$ cat src/rtl/bus_pkg.sv
// Shared bus-side definitions: owner FSM encoding, TURN counter width and
// the oe_n decode that both the arbiter and bus monitors rely on.
package bus_pkg;

    typedef enum logic [1:0] {
        ST_IDLE  = 2'd0,
        ST_DRIVE = 2'd1,
        ST_TURN  = 2'd2
    } bus_state_e;

    localparam int TURN_CNT_W = 3;

    // Only DRIVE ever enables a buffer, and only the owner's.
    function automatic logic [1:0] oe_decode(input bus_state_e st, input logic owner);
        logic [1:0] oe_n;
        case (st)
            ST_DRIVE: oe_n = owner ? 2'b01 : 2'b10;
            default:  oe_n = 2'b11;
        endcase
        return oe_n;
    endfunction

endpackage

$ cat src/rtl/rr_pick2.sv
// Two-source combinational arbiter: a lone requester wins, a tie goes to the
// source that did not own the bus last.
module rr_pick2 (
    input  logic [1:0] req_valid_i,
    input  logic       last_owner_i,
    output logic [1:0] grant_o
);

    // One-hot grant selection.
    always_comb begin
        grant_o = 2'b00;
        case (req_valid_i)
            2'b01:   grant_o = 2'b01;
            2'b10:   grant_o = 2'b10;
            2'b11:   grant_o = last_owner_i ? 2'b01 : 2'b10;
            default: grant_o = 2'b00;
        endcase
    end

endmodule

$ cat src/rtl/bus_owner_arbiter.sv
// Shared-bus owner arbiter: grants one of two sources, registers its word
// onto drv_data and enforces TURNAROUND idle cycles between different owners.
module bus_owner_arbiter
    import bus_pkg::*;
#(
    parameter int WIDTH      = 8,
    parameter int TURNAROUND = 1
) (
    input  logic             clk,
    input  logic             rst_n,
    input  logic [1:0]       req_valid,
    input  logic [WIDTH-1:0] req_data0,
    input  logic [WIDTH-1:0] req_data1,
    output logic [1:0]       req_ready,
    output logic [WIDTH-1:0] drv_data,
    output logic [1:0]       oe_n,
    output logic             bus_busy
);

    bus_state_e            state_q, state_d;
    logic                  owner_q, owner_d;
    logic                  last_owner_q, last_owner_d;
    logic [WIDTH-1:0]      data_q, data_d;
    logic [TURN_CNT_W-1:0] cnt_q, cnt_d;
    logic [1:0]            oe_n_q;
    logic                  busy_q;
    logic [1:0]            grant_s;
    logic [1:0]            ready_s;
    logic [1:0]            accept_s;
    logic                  accept_src_s;

    rr_pick2 u_pick (
        .req_valid_i  (req_valid),
        .last_owner_i (last_owner_q),
        .grant_o      (grant_s)
    );

    assign req_ready    = rst_n ? ready_s : 2'b00;
    assign accept_s     = req_valid & req_ready;
    assign accept_src_s = accept_s[1];

    // Next-state, ready generation and data capture.
    always_comb begin
        state_d      = state_q;
        owner_d      = owner_q;
        last_owner_d = last_owner_q;
        data_d       = data_q;
        cnt_d        = cnt_q;
        ready_s      = 2'b00;
        case (state_q)
            ST_IDLE: begin
                ready_s = grant_s;
                if (accept_s != 2'b00) begin
                    state_d      = ST_DRIVE;
                    owner_d      = accept_src_s;
                    last_owner_d = accept_src_s;
                    data_d       = accept_src_s ? req_data1 : req_data0;
                end else begin
                    state_d = ST_IDLE;
                end
            end
            ST_DRIVE: begin
                // The owner may stream only while the other source is silent.
                if (req_valid[owner_q] && !req_valid[~owner_q]) begin
                    ready_s = owner_q ? 2'b10 : 2'b01;
                end else begin
                    ready_s = 2'b00;
                end
                if (accept_s != 2'b00) begin
                    data_d = owner_q ? req_data1 : req_data0;
                end else begin
                    state_d = ST_TURN;
                    cnt_d   = TURN_CNT_W'(TURNAROUND - 1);
                end
            end
            ST_TURN: begin
                if (cnt_q == {TURN_CNT_W{1'b0}}) begin
                    state_d = ST_IDLE;
                end else begin
                    cnt_d = cnt_q - {{(TURN_CNT_W-1){1'b0}}, 1'b1};
                end
            end
            default: begin
                state_d = ST_IDLE;
            end
        endcase
    end

    // State, data and registered bus-control outputs.
    always_ff @(posedge clk) begin
        if (!rst_n) begin
            state_q      <= ST_IDLE;
            owner_q      <= 1'b0;
            last_owner_q <= 1'b1;
            data_q       <= {WIDTH{1'b0}};
            cnt_q        <= {TURN_CNT_W{1'b0}};
            oe_n_q       <= 2'b11;
            busy_q       <= 1'b0;
        end else begin
            state_q      <= state_d;
            owner_q      <= owner_d;
            last_owner_q <= last_owner_d;
            data_q       <= data_d;
            cnt_q        <= cnt_d;
            oe_n_q       <= oe_decode(state_d, owner_d);
            busy_q       <= (state_d != ST_IDLE);
        end
    end

    assign drv_data = data_q;
    assign oe_n     = oe_n_q;
    assign bus_busy = busy_q;

endmodule
$ cat config.mk
export PLATFORM = sky130hd
export DESIGN_NAME = bus_owner_arbiter
export DESIGN_NICKNAME = d
export VERILOG_FILES = /design/src/rtl/bus_pkg.sv /design/src/rtl/rr_pick2.sv /design/src/rtl/bus_owner_arbiter.sv
export SDC_FILE = /design/constraint.sdc
export NUM_CORES = 1
export LEC_CHECK = 0
export CAP_MARGIN = 20
export CORE_MARGIN = 2
export CORE_UTILIZATION = 48
export DETAILED_ROUTE_END_ITERATION = 10
export PLACE_DENSITY = 0.88
export SYNTH_ARGS = -nofsm -noshare
export SYNTH_HDL_FRONTEND = slang
export SYNTH_HIERARCHICAL = 1
export SYNTH_SLANG_ARGS = --single-unit
export TNS_END_PERCENT = 1
$ cat constraint.sdc
create_clock -name clk -period 3.7 [get_ports clk]
set_input_delay 0.555 -clock clk [delete_from_list [all_inputs] [get_ports clk]]
set_output_delay 0.555 -clock clk [all_outputs]
set_load 0.05 [all_outputs]
==> run summary <==
The maximum fanout along the worst path came out at 6. The H-tree depth came out at 1. Setup repair after global routing left no endpoint under its margin. The number of buffers inserted for hold repair after clock tree synthesis came out at 0. The width of the die is 49.1 um. The finished layout cell area is 0.00135 mm2. The count of boundary I/O pins came out at 33. The die height came out at 49.1 um.

The number of maximum-capacitance violations is 0. The data arrival time of the worst path came out at 2.60 ns. The starting utilization of the core area came out at 50.3%.

The number of standard-cell rows in the floorplan is 16. For this design the ratio of total power to cell area is 382 mW/mm2. The net count of the mapped netlist came out at 135.

The number of sinks on the clock net came out at 18. Once the clock tree was built, the setup fixing pass inserted 0 buffers. Relative to the synthesized area, the layout overhead comes to 38.5%.

Global routing used 20.3% of the available tracks across all layers. The number of gates given a new drive strength after cts came out at 0. The number of distinct library cell variants in the gate-level netlist after synthesis came out at 36. The most common cell after layout, fill and taps aside is sky130_fd_sc_hd__clkdlybuf4s50_1.

The min-delay analysis places its worst path in the category reg -> reg. The count of synthesis-stage warnings from yosys came out at 6. STA classifies the critical path endpoint as a primary output. The fraction of layout cells with a size suffix above 1 is 8.51%. The accumulated negative setup slack came out at 0 ns.

The number of remaining DRC errors came out at 0. The library cells used most frequently in the layout, excluding fill and tap cells, are 32 x sky130_fd_sc_hd__clkdlybuf4s50_1, 18 x sky130_fd_sc_hd__dfxtp_1, 11 x sky130_fd_sc_hd__a21oi_1, 10 x sky130_fd_sc_hd__o21ai_0. The worst-margin pin slew is 0.596 ns. In the routed layout, each cell is associated on average with a via count of 5.49. After global routing the overflow that remains totals 0. The number of antenna violations at the first check in global routing was 0. The worst setup path is of the in -> out kind. The number of setup violations in the final report came out at 0. For this block, the initial DRC count from the detailed router was 18. The HPWL after detailed placement is 1750 um. Headroom to the max-slew limit came out at 60.3%.

The total count of max-transition violations in the final report is 0. The time the final worst path needs with I/O delays and setup is 3.16 ns. The count of endpoints failing hold in the final timing report came out at 0.

The post-route clock skew came out at 0.00440 ns. The flow ran to the end, and the final reports show no timing, DRC or antenna violations. The clock slew seen by the registers of the worst setup and hold paths came out at 0.10 ns. The via count is 923.

The top achievable clock speed is 316 MHz. The routability congestion estimate is 0.757. The clock reaches the later pin of the worst-skew pair after 0.29 ns. The leakage power came out at 0.000566 uW.

The non-filler instance count after layout came out at 168. The clock root buffer is sky130_fd_sc_hd__clkbuf_4. In the final routed layout, each cell accounts on average for 13.6 um. The number of detailed-routing iterations run before antenna repair came out at 4. The largest vdd supply drop is 0.273 mV. The CTS tree is done.

The clock passes through at most 2 buffers. Entering global routing, the biggest net connects 23 pins. The number of antenna-violating nets in the routed design came out at 0. The count of input and output buffers came out at 32.

The die covers 0.00241 mm2. The summed instance area of the synthesized netlist came out at 976 um2. The total CTS buffers is 3. In this run the cell area measured after placement is 0.00132 mm2. The cell count after synthesis is 109. The flip-flop and latch count after synthesis is 18. The number of nets in the finished design is 168. Of the synthesized area, sequential elements account for 36.9%. The mean post-synth cell area is 8.95 um2. The number of global-route vias before repair is 901. The final wirelength came out at 2290 um.

STA classifies the critical path startpoint as an input pin. The final critical path takes up 85.4% of the cycle. The floorplan step defined a core boundary enclosing 0.00194 mm2. The final antenna diode count is 0.

The first global-routing pass estimated 3800 um of wire. The required arrival time at the worst endpoint is 3.14 ns. In this run, placement finished with an instance count of 164.
-- power breakdown --
part / internal (uW) / switching, uW / total (uW)
logic: 72.3 / 107 / 179
clock network: 59.9 / 57.9 / 118
registers: 209 / 9.34 / 219
-- cell type report --
type                    count  area (um2)
well taps                  27        33.8
inverters                   8        30.0
repair buffers             33         328
flip-flops and latches     18         360
multi-input cells          78         563
fillers                   161         591
clock buffers               4        36.3
-- critical path: stages --
cell                              delay (ns)
sky130_fd_sc_hd__clkdlybuf4s50_1        0.58
sky130_fd_sc_hd__a21boi_0               0.39
sky130_fd_sc_hd__nand2_1                0.09
sky130_fd_sc_hd__a21boi_0               0.17
sky130_fd_sc_hd__clkdlybuf4s50_1        0.82
-- Yosys cell counts --
master	instances	share of area (%)
sky130_fd_sc_hd__dfxtp_1	18	37
sky130_fd_sc_hd__a21oi_1	11	5.6
sky130_fd_sc_hd__o21ai_0	10	5.1
sky130_fd_sc_hd__inv_1	8	3.1
sky130_fd_sc_hd__mux2i_1	8	8.2
sky130_fd_sc_hd__ha_1	6	7.7
sky130_fd_sc_hd__nand2_1	6	2.3
sky130_fd_sc_hd__nand3_1	4	2.1
sky130_fd_sc_hd__buf_2	3	1.5
sky130_fd_sc_hd__a21boi_0	2	1.5
sky130_fd_sc_hd__a32oi_1	2	1.8
sky130_fd_sc_hd__clkbuf_1	2	0.77
sky130_fd_sc_hd__nand2b_1	2	1.3
sky130_fd_sc_hd__nand4_1	2	1.3
sky130_fd_sc_hd__nor2_1	2	0.77
sky130_fd_sc_hd__nor2b_1	2	1.3
sky130_fd_sc_hd__o22ai_1	2	1.3
sky130_fd_sc_hd__a21boi_1	1	0.77
sky130_fd_sc_hd__a21o_1	1	0.77
sky130_fd_sc_hd__a21oi_2	1	0.90
sky130_fd_sc_hd__a311oi_2	1	1.5
sky130_fd_sc_hd__a31o_4	1	1.8
sky130_fd_sc_hd__a31oi_1	1	0.64
sky130_fd_sc_hd__and3_1	1	0.64
sky130_fd_sc_hd__and3_4	1	1.2
sky130_fd_sc_hd__and4_1	1	0.90
sky130_fd_sc_hd__nand2_2	1	0.64
sky130_fd_sc_hd__nand3b_1	1	0.77
sky130_fd_sc_hd__nand4b_1	1	0.90
sky130_fd_sc_hd__nor2_2	1	0.64
sky130_fd_sc_hd__nor3_1	1	0.51
sky130_fd_sc_hd__o211ai_1	1	0.77
sky130_fd_sc_hd__o21a_1	1	0.77
sky130_fd_sc_hd__o21a_4	1	1.5
sky130_fd_sc_hd__o311a_1	1	1.0
sky130_fd_sc_hd__o31ai_1	1	0.77
-- final timing paths --
kind                                               to  depth (start not counted)                   from  slack, ns
worst min register to register  cnt_q[1]$_SDFFE_PN0P_                          2  cnt_q[1]$_SDFFE_PN0P_       0.47
worst max-delay path                     req_ready[1]                          5           req_valid[1]       0.54
worst min-delay path            cnt_q[1]$_SDFFE_PN0P_                          2  cnt_q[1]$_SDFFE_PN0P_       0.47
worst max register to register    bus_busy$_SDFF_PN0_                          7  state_q[0]$_SDFF_PN0_       1.59
-- metrics by stage --
step	utilization [%]	total power (uW)	setup WS (ns)	hold WS, ns
global placement	67.7	395	0.681	0.446
finish	69.6	516	0.540	0.469
detailed placement	67.7	402	0.556	0.459
CTS	69.6	521	0.554	0.474
global route	69.6	544	0.410	0.494
floorplan	-	339	1.13	0.435
-- state kept, by name, indices dropped and copies added (netlist names) --
name,cells
last_owner_q,1
state_q,2
bus_busy,1
oe_n,2
cnt_q,3
drv_data,8
owner_q,1
-- per-layer routing --
layer	part of all wire [%]	global-route usage, %	vias up
li1	-	-	458
met1	42	21.4	426
met4	0.44	9.05	0
met3	7.1	5.52	2
met5	0	0	-
met2	51	37.2	37
-- cell families after synthesis --
kind of cell / synth area share, %
AOI/OAI and AO/OA: 26.7
and+or+nand+nor: 15.1
muxes: 8.21
buffers and inverters: 5.38
adders and majority gates: 7.69
DFF: 36.9
(Power assumes the default switching activity.)
